**config.mk**
```make
export PLATFORM = sky130hd
export DESIGN_NAME = pipe_hazard_scoreboard_flat
export DESIGN_NICKNAME = d
export VERILOG_FILES = /design/src/rtl/pipe_hazard_scoreboard_if.sv /design/src/rtl/pipe_hazard_scoreboard.sv /design/src/flat_wrapper.sv
export SDC_FILE = /design/constraint.sdc
export NUM_CORES = 1
export LEC_CHECK = 0
export CORE_MARGIN = 1.5
export CORE_UTILIZATION = 40
export CTS_CLUSTER_DIAMETER = 50
export DETAILED_ROUTE_END_ITERATION = 8
export PLACE_DENSITY = 0.71
export SLEW_MARGIN = 25
export SYNTH_ARGS = -nofsm -noshare
export SYNTH_HDL_FRONTEND = slang
export SYNTH_SLANG_ARGS = --single-unit
```
**constraint.sdc**
```tcl
create_clock -name clk -period 2.73 [get_ports clk]
set_clock_uncertainty 0.2 [all_clocks]
set_input_delay 0.546 -clock clk [delete_from_list [all_inputs] [get_ports clk]]
set_output_delay 0.546 -clock clk [all_outputs]
set_load 0.1 [all_outputs]
```
**src/rtl/pipe_hazard_scoreboard_if.sv**
```systemverilog
// Hazard scoreboard port bundle: ID-stage issue info, branch/memory controls
// in, stall/bubble/forwarding controls out.
interface pipe_hazard_scoreboard_if #(
    parameter int DEPTH = 3,
    parameter int NSRC  = 2,
    parameter int RW    = 5
);
    localparam int W = $clog2(DEPTH + 1);

    logic               id_valid;
    logic [NSRC*RW-1:0] id_src;
    logic [NSRC-1:0]    id_src_used;
    logic [RW-1:0]      id_rd;
    logic               id_regWrite;
    logic               id_memRead;
    logic               flush;
    logic               mem_wait;
    logic               stall;
    logic               bubble;
    logic [NSRC*W-1:0]  fwd_sel;
    logic               busy;

    // pipeline front end drives issue info and reads hazard controls
    modport master (
        output id_valid, id_src, id_src_used, id_rd, id_regWrite, id_memRead,
               flush, mem_wait,
        input  stall, bubble, fwd_sel, busy
    );

    // the scoreboard itself
    modport slave (
        input  id_valid, id_src, id_src_used, id_rd, id_regWrite, id_memRead,
               flush, mem_wait,
        output stall, bubble, fwd_sel, busy
    );
endinterface

```
**src/rtl/pipe_hazard_scoreboard.sv**
```systemverilog
// Parametrised hazard scoreboard: tracks in-flight instructions from issue to
// retirement, raises load-use stall/bubble and registers per-source forwarding
// selects. mem_wait freezes the whole record pipeline.
// Optional macro HDU_PERF_EN adds stall/flush/wait event counters.
module pipe_hazard_scoreboard #(
    parameter int DEPTH    = 3,
    parameter int NSRC     = 2,
    parameter int RW       = 5,
    parameter int ZERO_REG = 31,
    parameter int LOAD_FWD = 2
) (
    input  logic clk,
    input  logic reset,
    pipe_hazard_scoreboard_if.slave hif
`ifdef HDU_PERF_EN
    ,
    output logic [31:0] perf_stall_cnt,
    output logic [31:0] perf_flush_cnt,
    output logic [31:0] perf_wait_cnt
`endif
);
    localparam int W = $clog2(DEPTH + 1);
    localparam logic [RW-1:0] ZR = RW'(ZERO_REG);

    typedef struct packed {
        logic          v;
        logic [RW-1:0] rd;
        logic          wr;
        logic          ld;
    } rec_t;

    rec_t [DEPTH-1:0]           rec;
    rec_t                       iss_rec;
    logic [NSRC-1:0][DEPTH-1:0] match;
    logic [NSRC-1:0][W-1:0]     fwd_nxt;
    logic [NSRC-1:0][W-1:0]     fwd_q;
    logic                       luh_any;
    logic                       luh;
    logic                       issue;
    logic                       busy_c;

    // dependency of each source operand on each tracked record
    always_comb begin
        for (int s = 0; s < NSRC; s++) begin
            for (int k = 0; k < DEPTH; k++) begin
                match[s][k] = hif.id_src_used[s] & rec[k].v & rec[k].wr
                            & (rec[k].rd == hif.id_src[s*RW +: RW])
                            & (hif.id_src[s*RW +: RW] != ZR);
            end
        end
    end

    // load-use: consumer of a load whose data is not yet forwardable
    always_comb begin
        luh_any = 1'b0;
        for (int s = 0; s < NSRC; s++) begin
            for (int k = 0; k < DEPTH; k++) begin
                if (k <= LOAD_FWD - 2 && match[s][k] && rec[k].ld)
                    luh_any = 1'b1;
            end
        end
    end

    // forwarding source per operand: scan oldest-to-youngest so the youngest
    // match overwrites; the oldest record retires into the write-through RF
    always_comb begin
        for (int s = 0; s < NSRC; s++) begin
            fwd_nxt[s] = '0;
            for (int k = DEPTH - 2; k >= 0; k--) begin
                if (match[s][k])
                    fwd_nxt[s] = W'(k + 1);
            end
        end
    end

    // record entering EX; writes to the zero register are never tracked
    always_comb begin
        iss_rec.v  = issue;
        iss_rec.rd = hif.id_rd;
        iss_rec.wr = hif.id_regWrite & (hif.id_rd != ZR);
        iss_rec.ld = hif.id_memRead;
    end

    // any record still in flight
    always_comb begin
        busy_c = 1'b0;
        for (int k = 0; k < DEPTH; k++)
            busy_c = busy_c | rec[k].v;
    end

    assign luh         = hif.id_valid & luh_any;
    assign issue       = hif.id_valid & ~luh & ~hif.flush;
    assign hif.stall   = reset & (luh | hif.mem_wait);
    assign hif.bubble  = reset & luh & ~hif.mem_wait & ~hif.flush;
    assign hif.fwd_sel = fwd_q;
    assign hif.busy    = busy_c;

    // record shift and forwarding-select register; frozen while memory waits,
    // a taken branch kills the wrong-path slot and the branch slot
    always_ff @(posedge clk or negedge reset) begin
        if (!reset) begin
            rec   <= '0;
            fwd_q <= '0;
        end else if (!hif.mem_wait) begin
            rec[0] <= iss_rec;
            for (int k = 1; k < DEPTH; k++)
                rec[k] <= (hif.flush && k <= 2) ? '0 : rec[k-1];
            fwd_q <= issue ? fwd_nxt : '0;
        end
    end

`ifdef HDU_PERF_EN
    // free-running event counters, wrap naturally at 2^32
    always_ff @(posedge clk or negedge reset) begin
        if (!reset) begin
            perf_stall_cnt <= '0;
            perf_flush_cnt <= '0;
            perf_wait_cnt  <= '0;
        end else begin
            if (hif.bubble)
                perf_stall_cnt <= perf_stall_cnt + 32'd1;
            if (hif.flush && !hif.mem_wait)
                perf_flush_cnt <= perf_flush_cnt + 32'd1;
            if (hif.mem_wait)
                perf_wait_cnt <= perf_wait_cnt + 32'd1;
        end
    end
`endif
endmodule

```
**src/flat_wrapper.sv**
```systemverilog
// flat-port wrapper written by rule: the top's interface ports become plain ports
module pipe_hazard_scoreboard_flat 
#(
    parameter int DEPTH    = 3,
    parameter int NSRC     = 2,
    parameter int RW       = 5,
    parameter int ZERO_REG = 31,
    parameter int LOAD_FWD = 2
)
  (clk, reset, hif_id_valid, hif_id_src, hif_id_src_used, hif_id_rd, hif_id_regWrite, hif_id_memRead, hif_flush, hif_mem_wait, hif_stall, hif_bubble, hif_fwd_sel, hif_busy);
  pipe_hazard_scoreboard_if #(.DEPTH(DEPTH), .NSRC(NSRC), .RW(RW)) hif_i ();
  input  logic clk;
  input  logic reset;
  input wire logic [$bits(hif_i.id_valid)-1:0] hif_id_valid;
  input wire logic [$bits(hif_i.id_src)-1:0] hif_id_src;
  input wire logic [$bits(hif_i.id_src_used)-1:0] hif_id_src_used;
  input wire logic [$bits(hif_i.id_rd)-1:0] hif_id_rd;
  input wire logic [$bits(hif_i.id_regWrite)-1:0] hif_id_regWrite;
  input wire logic [$bits(hif_i.id_memRead)-1:0] hif_id_memRead;
  input wire logic [$bits(hif_i.flush)-1:0] hif_flush;
  input wire logic [$bits(hif_i.mem_wait)-1:0] hif_mem_wait;
  output wire logic [$bits(hif_i.stall)-1:0] hif_stall;
  output wire logic [$bits(hif_i.bubble)-1:0] hif_bubble;
  output wire logic [$bits(hif_i.fwd_sel)-1:0] hif_fwd_sel;
  output wire logic [$bits(hif_i.busy)-1:0] hif_busy;
  assign hif_i.id_valid = hif_id_valid;
  assign hif_i.id_src = hif_id_src;
  assign hif_i.id_src_used = hif_id_src_used;
  assign hif_i.id_rd = hif_id_rd;
  assign hif_i.id_regWrite = hif_id_regWrite;
  assign hif_i.id_memRead = hif_id_memRead;
  assign hif_i.flush = hif_flush;
  assign hif_i.mem_wait = hif_mem_wait;
  assign hif_stall = hif_i.stall;
  assign hif_bubble = hif_i.bubble;
  assign hif_fwd_sel = hif_i.fwd_sel;
  assign hif_busy = hif_i.busy;
  pipe_hazard_scoreboard #(.DEPTH(DEPTH), .NSRC(NSRC), .RW(RW), .ZERO_REG(ZERO_REG), .LOAD_FWD(LOAD_FWD)) u_core (.clk(clk), .reset(reset), .hif(hif_i));
endmodule
```
==> results of run 1 <==
[per-stage QoR]
stage | instance area, um2 | utilization [%] | setup TNS [ns]
final | 1760 | 64.3 | -0.199
after global routing | 1760 | 64.3 | -0.298
after CTS | 1720 | 63.1 | -0.277
after detailed placement | 1640 | 60.0 | -0.888
after global placement | 1640 | 60.0 | -0.815
after floorplan | 1150 | - | -0.0119
[metal layers]
layer / vias up / track usage (%) / routed length, um
met5: - / 0 / 0
met4: 0 / 6.12 / 38
met3: 4 / 4.61 / 102
met2: 16 / 32.9 / 1430
met1: 538 / 24.6 / 1280
li1: 535 / - / -
[cells by family after synthesis]
| kind of cell | share of synthesized area [%] |
|---|---|
| XOR/XNOR | 15.2 |
| AO/OA/AOI/OAI | 11.7 |
| flip-flops | 43.5 |
| AND/OR/NAND/NOR | 22.1 |
| buffers and inverters | 1.63 |
| multiplexers | 5.87 |
[where the power goes]
group	switching (mW)	internal, mW
Combinational	0.0937	0.103
Sequential	0.0247	0.318
Clock	0.0943	0.149
Total	0.213	0.569
[repair_timing]
| action | in CTS | in global routing |
|---|---|---|
| pin swaps | 9 | 4 |
| buffers inserted | 4 | 1 |
| endpoints found under the setup margin | 2 | 2 |
| gates resized for setup | 25 | 6 |
| endpoints found under the hold margin | 0 | 0 |
[state kept, by name, indices dropped and copies added, names as in the netlist]
signal and cells:
u_core.rec 16, u_core.hif.fwd_sel 4
[cells in the final DEF (no fill, tap or decap), types with 2 or more instances in the layout]
cell type                         Yosys  layout
sky130_fd_sc_hd__buf_4                0      27
sky130_fd_sc_hd__dfrtp_1             20      19
sky130_fd_sc_hd__nand2_1             17      17
sky130_fd_sc_hd__clkdlybuf4s50_1      0      13
sky130_fd_sc_hd__xor2_1              12      12
sky130_fd_sc_hd__o21ai_0             12      11
sky130_fd_sc_hd__nand3_1             10      10
sky130_fd_sc_hd__nand2b_1             8       8
sky130_fd_sc_hd__xnor2_1              8       7
sky130_fd_sc_hd__mux2_2               6       6
sky130_fd_sc_hd__dlygate4sd2_1        0       6
sky130_fd_sc_hd__clkbuf_4             0       3
sky130_fd_sc_hd__buf_2                0       3
sky130_fd_sc_hd__buf_6                0       3
sky130_fd_sc_hd__or3_1                2       2
sky130_fd_sc_hd__nand4_1              2       2
sky130_fd_sc_hd__inv_1                2       2
sky130_fd_sc_hd__o41ai_1              2       2
sky130_fd_sc_hd__buf_12               0       2
[cell usage after synthesis]
cell type / n / area, um2
sky130_fd_sc_hd__a211oi_1: 1 / 7.51
sky130_fd_sc_hd__a21oi_1: 2 / 10.0
sky130_fd_sc_hd__and3_1: 2 / 12.5
sky130_fd_sc_hd__clkbuf_1: 3 / 11.3
sky130_fd_sc_hd__dfrtp_1: 20 / 500
sky130_fd_sc_hd__inv_1: 2 / 7.51
sky130_fd_sc_hd__mux2_2: 6 / 67.6
sky130_fd_sc_hd__nand2_1: 17 / 63.8
sky130_fd_sc_hd__nand2b_1: 8 / 50.1
sky130_fd_sc_hd__nand3_1: 10 / 50.1
sky130_fd_sc_hd__nand4_1: 2 / 12.5
sky130_fd_sc_hd__nor2_1: 1 / 3.75
sky130_fd_sc_hd__nor3_1: 1 / 5.00
sky130_fd_sc_hd__nor3b_2: 1 / 12.5
sky130_fd_sc_hd__o21a_1: 1 / 7.51
sky130_fd_sc_hd__o21ai_0: 12 / 60.1
sky130_fd_sc_hd__o22ai_1: 1 / 6.26
sky130_fd_sc_hd__o311a_1: 1 / 10.0
sky130_fd_sc_hd__o41ai_1: 2 / 17.5
sky130_fd_sc_hd__o41ai_2: 1 / 16.3
sky130_fd_sc_hd__or2_2: 1 / 6.26
sky130_fd_sc_hd__or3_1: 2 / 12.5
sky130_fd_sc_hd__or4_1: 2 / 15.0
sky130_fd_sc_hd__or4b_2: 1 / 10.0
sky130_fd_sc_hd__xnor2_1: 8 / 70.1
sky130_fd_sc_hd__xor2_1: 12 / 105
[worst max-delay path, stage by stage]
cell and delay (ns):
sky130_fd_sc_hd__dlygate4sd2_1 0.26, sky130_fd_sc_hd__xor2_1 0.15, sky130_fd_sc_hd__or4_4 0.59, sky130_fd_sc_hd__a211oi_2 0.20
sky130_fd_sc_hd__o21a_2 0.16, sky130_fd_sc_hd__buf_12 0.17
[final timing paths]
check                                                   from                                end  slack [ns]
max in group asynchronous                              reset          u_core.rec[3]$_DFFE_PN0N_        1.73
setup / recovery                               hif_id_src[7]                          hif_stall       -0.11
min in group asynchronous                              reset          u_core.rec[7]$_DFFE_PN0N_        0.42
hold reg to reg            u_core.hif.fwd_sel[0]$_DFFE_PN0N_  u_core.hif.fwd_sel[0]$_DFFE_PN0N_        0.30
setup reg to reg                   u_core.rec[6]$_DFFE_PN0N_  u_core.hif.fwd_sel[3]$_DFFE_PN0N_        0.64
hold / removal             u_core.hif.fwd_sel[0]$_DFFE_PN0N_  u_core.hif.fwd_sel[0]$_DFFE_PN0N_        0.30
[cell type report]
cell class | instances | area [um2]
clock buffer | 3 | 22.5
clock inverter | 1 | 30.0
fill | 237 | 977
inverter | 2 | 7.51
multi-input combinational | 95 | 669
sequential | 20 | 502
tap | 31 | 38.8
timing repair buffer | 55 | 487
==> reports/qor.txt, run 1 <==
=====================================================================================
Register area share after synthesis                                             43.5%
Antenna viol nets, final                                                            0
Lkg Pwr                                                                      0.775 nW
Die footprint                                                                3210 um2
Run status                                                               finished with violations
Number of buffers created by CTS                                                    3
Number of top-level pins                                                           31
Via count                                                                        1093
Number of maximum-capacitance violations                                            0
DR pass1 iterations                                                                 4
Standard-cell rows                                                                 19
Number of instances in the synthesized netlist                                    120
Arrival time of data at the critical path endpoint                            2.09 ns
DR DRC count                                                                        0
Initial standard-cell utilization of the core                                   42.1%
Count of final setup violators                                                      2
Final-layout worst hold slack                                                0.302 ns
Number of hold buffers added after CTS                                              0
Violations in the final reports                                          setup timing
Post-Place Cells                                                                  198
Clock tree from TritonCTS                                                         yes
Total number of nets in the final design                                          201
Required time reported for the critical path endpoint                         1.98 ns
Hold Violations, Final                                                              0
Area grow syn2layout                                                            52.6%
Count of state elements after synthesis                                            20
Startpoint class of the critical path                                      input port
Setup WS pre-CTS                                                            -0.444 ns
Net count after synthesis                                                         144
Die extent in x                                                               56.6 um
Non-filler cells in the finished layout                                           207
Final period demand of the worst path                                         2.84 ns
Post-DR vias/cell                                                                5.28
Worst supply voltage drop on vdd                                           0.000521 V
CTS HTree Levels                                                                    1
Syn Area/Cell                                                                9.59 um2
Total global routing overflow                                                       0
Routed Wire Length                                                            2.85 mm
Cell Pwr Density                                                           445 nW/um2
Final max-slew violation count                                                      0
Final Wtd Congestion                                                            0.940
Layout cells sized above 1                                                      32.4%
Insertion delay of the later-clocked pin in the worst-skew pair               0.31 ns
Clock Tree Root                                                          sky130_fd_sc_hd__clkbuf_4
PortBufs                                                                           30
Inserted Diodes                                                                     0
Longest Clk Path Bufs                                                               2
Worst Slack Setup Final                                                     -0.105 ns
Starting DRT DRC Count                                                             40
Synth warnings                                                                      0
Total power of the final layout                                              0.782 mW
Mapped Area                                                                  1150 um2
Max_slew headroom                                                               78.4%
Highest clock frequency the design can meet                                   353 MHz
Unrepaired setup endpoints after global routing                                   yes
Number of antenna violations at the first check in global routing                   0
Largest net degree at the start of global routing                                  32
Number of global-route vias before repair                                        1097
Worst reg-to-reg path cell count                                                    6
CTS Sinks                                                                          20
Endpoint type of the worst setup path                                     output port
All-Layer GR Usage                                                              19.5%
Maximum fanout count along the critical path                                        4
Clock-pin slew of the registers on the worst-case setup and hold paths        0.11 ns
Y dimension of the die                                                        56.6 um
Slew at the pin closest to its max-slew limit                                0.319 ns
Hold-critical path depth                                                            2
Post-detailed-route wirelength per cell                                       13.8 um
Worst hold path type                                                     flop to flop
Final clock period utilization by the worst path                                 104%
Core area                                                                    2730 um2
Synth unique cells                                                                 26
Half-perimeter wire length after placement                                    2.21 mm
Critical Setup Path Class                                                input port to output port
Wire length of the first global-routing pass                                  4.75 mm
=====================================================================================
Note: power is estimated with default switching activity, not from simulation.
==> run 2: changes to the inputs <==
Settings changed: CORE_UTILIZATION 40 to 35, PLACE_DENSITY 0.71 to 0.64.
==> run 2 against run 1 <==
Net effect: the flow still finishes with violations (setup timing); via count fell by 3.5%; non-clock buffer count fell by 1; worst hold slack got worse by 0.013 ns; clock power fell by 28%; final cell count rose by 5.8%; highest routed layer unchanged; routed wire length rose by 0.60%; first-iteration DRC count fell by 7.5%; largest cell class unchanged; clock-buffer cell count rose by 1; sequential cell count did not move; critical endpoint unchanged.
==> reports/qor.txt, run 2 (synthesized netlist as in run 1, its figures left out) <==
=====================================================================================
Biggest register                                                           u_core.rec
Setup WS pre-CTS                                                            -0.449 ns   -0.00566 ns
Worst Slack Setup Final                                                     -0.101 ns   +0.00465 ns
Hold Violations, Final                                                              0   unchanged
Number of hold buffers added after CTS                                              0   unchanged
Required time reported for the critical path endpoint                         1.98 ns   about the same
Instance count on the critical path                                                 7   +1
Non-filler cells in the finished layout                                           219   +5.8%
Final max-slew violation count                                                      0   unchanged
CTS HTree Levels                                                                    1   unchanged
Multi-input combinational cell area                                           667 um2   -0.37%
Post-Place Cells                                                                  209   +5.6%
Worst hold path type                                                     flop to flop
Post-DR vias/cell                                                                4.82   -8.8%
Standard-cell rows                                                                 20   +1
Cell Pwr Density                                                           409 nW/um2   -8.2%
Most common cell after layout, fill and taps aside                       sky130_fd_sc_hd__buf_4
Area grow syn2layout                                                            51.1%
Inserted Diodes                                                                     0   unchanged
Highest clock frequency the design can meet                                   353 MHz   +0.16%
Die extent in x                                                               60.4 um   +6.5%
Die footprint                                                                3640 um2   +14%
Final period demand of the worst path                                         2.83 ns   -0.00465 ns
Total number of nets in the final design                                          200   -0.50%
Setup TNS                                                                   -0.192 ns   +0.00793 ns
Lkg Pwr                                                                      0.756 nW   -2.6%
Arrival time of data at the critical path endpoint                            2.08 ns   about the same
Layout cells sized above 1                                                      32.0%   -0.39 points
Routed Wire Length                                                            2.87 mm   +0.60%
Startpoint class of the critical path                                            flop
Worst reg-to-reg path cell count                                                    8   +2
Post-detailed-route wirelength per cell                                       13.1 um   -4.9%
DR pass1 iterations                                                                 4   unchanged
Violations in the final reports                                          setup timing
Final clock period utilization by the worst path                                 104%   -0.17 points
Sequential standard cell area                                                 500 um2   -0.25%
Hold-critical path depth                                                            2   unchanged
Number of maximum-capacitance violations                                            0   unchanged
DR DRC count                                                                        0   unchanged
Antenna viol nets, final                                                            0   unchanged
Leading cell types in the layout, fill and taps excluded                 sky130_fd_sc_hd__buf_4, sky130_fd_sc_hd__dfrtp_1, sky130_fd_sc_hd__nand2_1
Dominant delay contributor by cell family on the critical path           simple AND/OR/NAND/NOR gates
Max_slew headroom                                                               80.5%   +2.0 points
Number of antenna violations at the first check in global routing                   0   unchanged
Number of top-level pins                                                           31   unchanged
Longest Clk Path Bufs                                                               2   unchanged
Y dimension of the die                                                        60.4 um   +6.5%
Unrepaired setup endpoints after global routing                                   yes
Starting DRT DRC Count                                                             37   -7.5%
Delay of the slowest cell on the worst path                                   0.42 ns   -0.17 ns
Number of buffers created by CTS                                                    3   unchanged
Fill cells                                                                        267   +13%
Number of global-route vias before repair                                        1038   -5.4%
Via count                                                                        1055   -3.5%
Clock tree from TritonCTS                                                         yes
Buf/Inv on CP                                                                       2   unchanged
Clock-pin slew of the registers on the worst-case setup and hold paths        0.12 ns   about the same
Run status                                                               finished with violations
Clock Tree Root                                                          sky130_fd_sc_hd__clkbuf_4
Critical path cell sequence                                              buf_6 > xor2_2 > nor3_2 > nand4_1 > a211oi_2 > o21a_2 > buf_12
Endpoint type of the worst setup path                                     output port
Final Wtd Congestion                                                            0.745   -21%
Critical Setup Path Class                                                flop to output port
Insertion delay of the later-clocked pin in the worst-skew pair               0.31 ns   about the same
Count of final setup violators                                                      2   unchanged
Initial standard-cell utilization of the core                                   37.4%   -4.7 points
Total global routing overflow                                                       0   unchanged
Worst supply voltage drop on vdd                                           0.000251 V   -52%
Max stage delay cell, worst path                                         sky130_fd_sc_hd__dfrtp_1
Slew at the pin closest to its max-slew limit                                0.289 ns   -0.0303 ns
Core area                                                                    3080 um2   +13%
Number of flip-flops in the largest register                                       16   unchanged
Half-perimeter wire length after placement                                    2.26 mm   +2.4%
All-Layer GR Usage                                                              17.0%   -2.5 points
Maximum fanout count along the critical path                                        3   -1
PortBufs                                                                           30   unchanged
Largest net degree at the start of global routing                                  32   unchanged
CTS Sinks                                                                          20   unchanged
Wire length of the first global-routing pass                                  4.54 mm   -4.5%
=====================================================================================
-- run 2: cell types whose count changed in the layout (fill, tap and decap cells not counted), sizes merged --
cell	change
clkbuf	+1
bufinv	-1
buf	-1
clkdlybuf4s50	+1
dlygate4sd2	-1
-- run 2: path summary, 6_finish.rpt --
path / to / slack (ns) / start
max: hif_stall / -0.10 / u_core.rec[3]$_DFFE_PN0N_
min: u_core.rec[23]$_DFFE_PN0N_ / 0.29 / u_core.rec[23]$_DFFE_PN0N_
max reg2reg: u_core.hif.fwd_sel[0]$_DFFE_PN0N_ / 0.44 / u_core.rec[3]$_DFFE_PN0N_
min reg2reg: u_core.rec[23]$_DFFE_PN0N_ / 0.29 / u_core.rec[23]$_DFFE_PN0N_
max in group asynchronous: u_core.hif.fwd_sel[1]$_DFFE_PN0N_ / 1.73 / reset
min in group asynchronous: u_core.hif.fwd_sel[3]$_DFFE_PN0N_ / 0.41 / reset
-- run 2: tightest hold or removal path, delay by kind of cell (launching register included) --
family | cells | cell delay [ns]
AOI/OAI and AO/OA | 1 | 0.06
DFF | 1 | 0.36
and+or+nand+nor | 1 | 0.04
-- run 2: what timing repair did --
action | in CTS | in global routing
setup endpoints to repair | 2 | 2
setup buffers | 5 | 1
resized for setup | 23 | 4
pin swaps | 10 | 8
-- run 2: metrics by stage --
stage	cell area, um2	utilization (%)	power (mW)	hold WS, ns
6_report	1740	56.5	0.711	0.289
2_1_floorplan	1150	-	0.437	0.0504
4_1_cts	1710	55.7	0.710	0.299
5_1_grt	1740	56.5	0.744	0.319
3_3_place_gp	1640	53.3	0.525	0.257
3_5_place_dp	1640	53.3	0.531	0.273
-- run 2: power breakdown --
part / internal, mW / total (mW) / switching (mW)
sequential: 0.317 / 0.344 / 0.0261
combinational: 0.0989 / 0.191 / 0.0925
clock: 0.0814 / 0.176 / 0.0944
-- run 2: cell type report --
type / count / share of cell area, %
clock buffers: 4 / 2.09
repair buffers: 54 / 27.2
inverters: 2 / 0.432
flip-flops and latches: 20 / 28.8
well taps: 44 / 3.17
multi-input cells: 95 / 38.3
-- run 2: per-layer routing --
layer	wire length (um)	share of wire, %	GRT usage (%)	up-vias
li1	-	-	-	529
met3	100	3.5	2.56	5
met4	44	1.5	6.67	0
met2	1430	50	28.9	26
met5	0	0	0	-
met1	1290	45	21.8	495
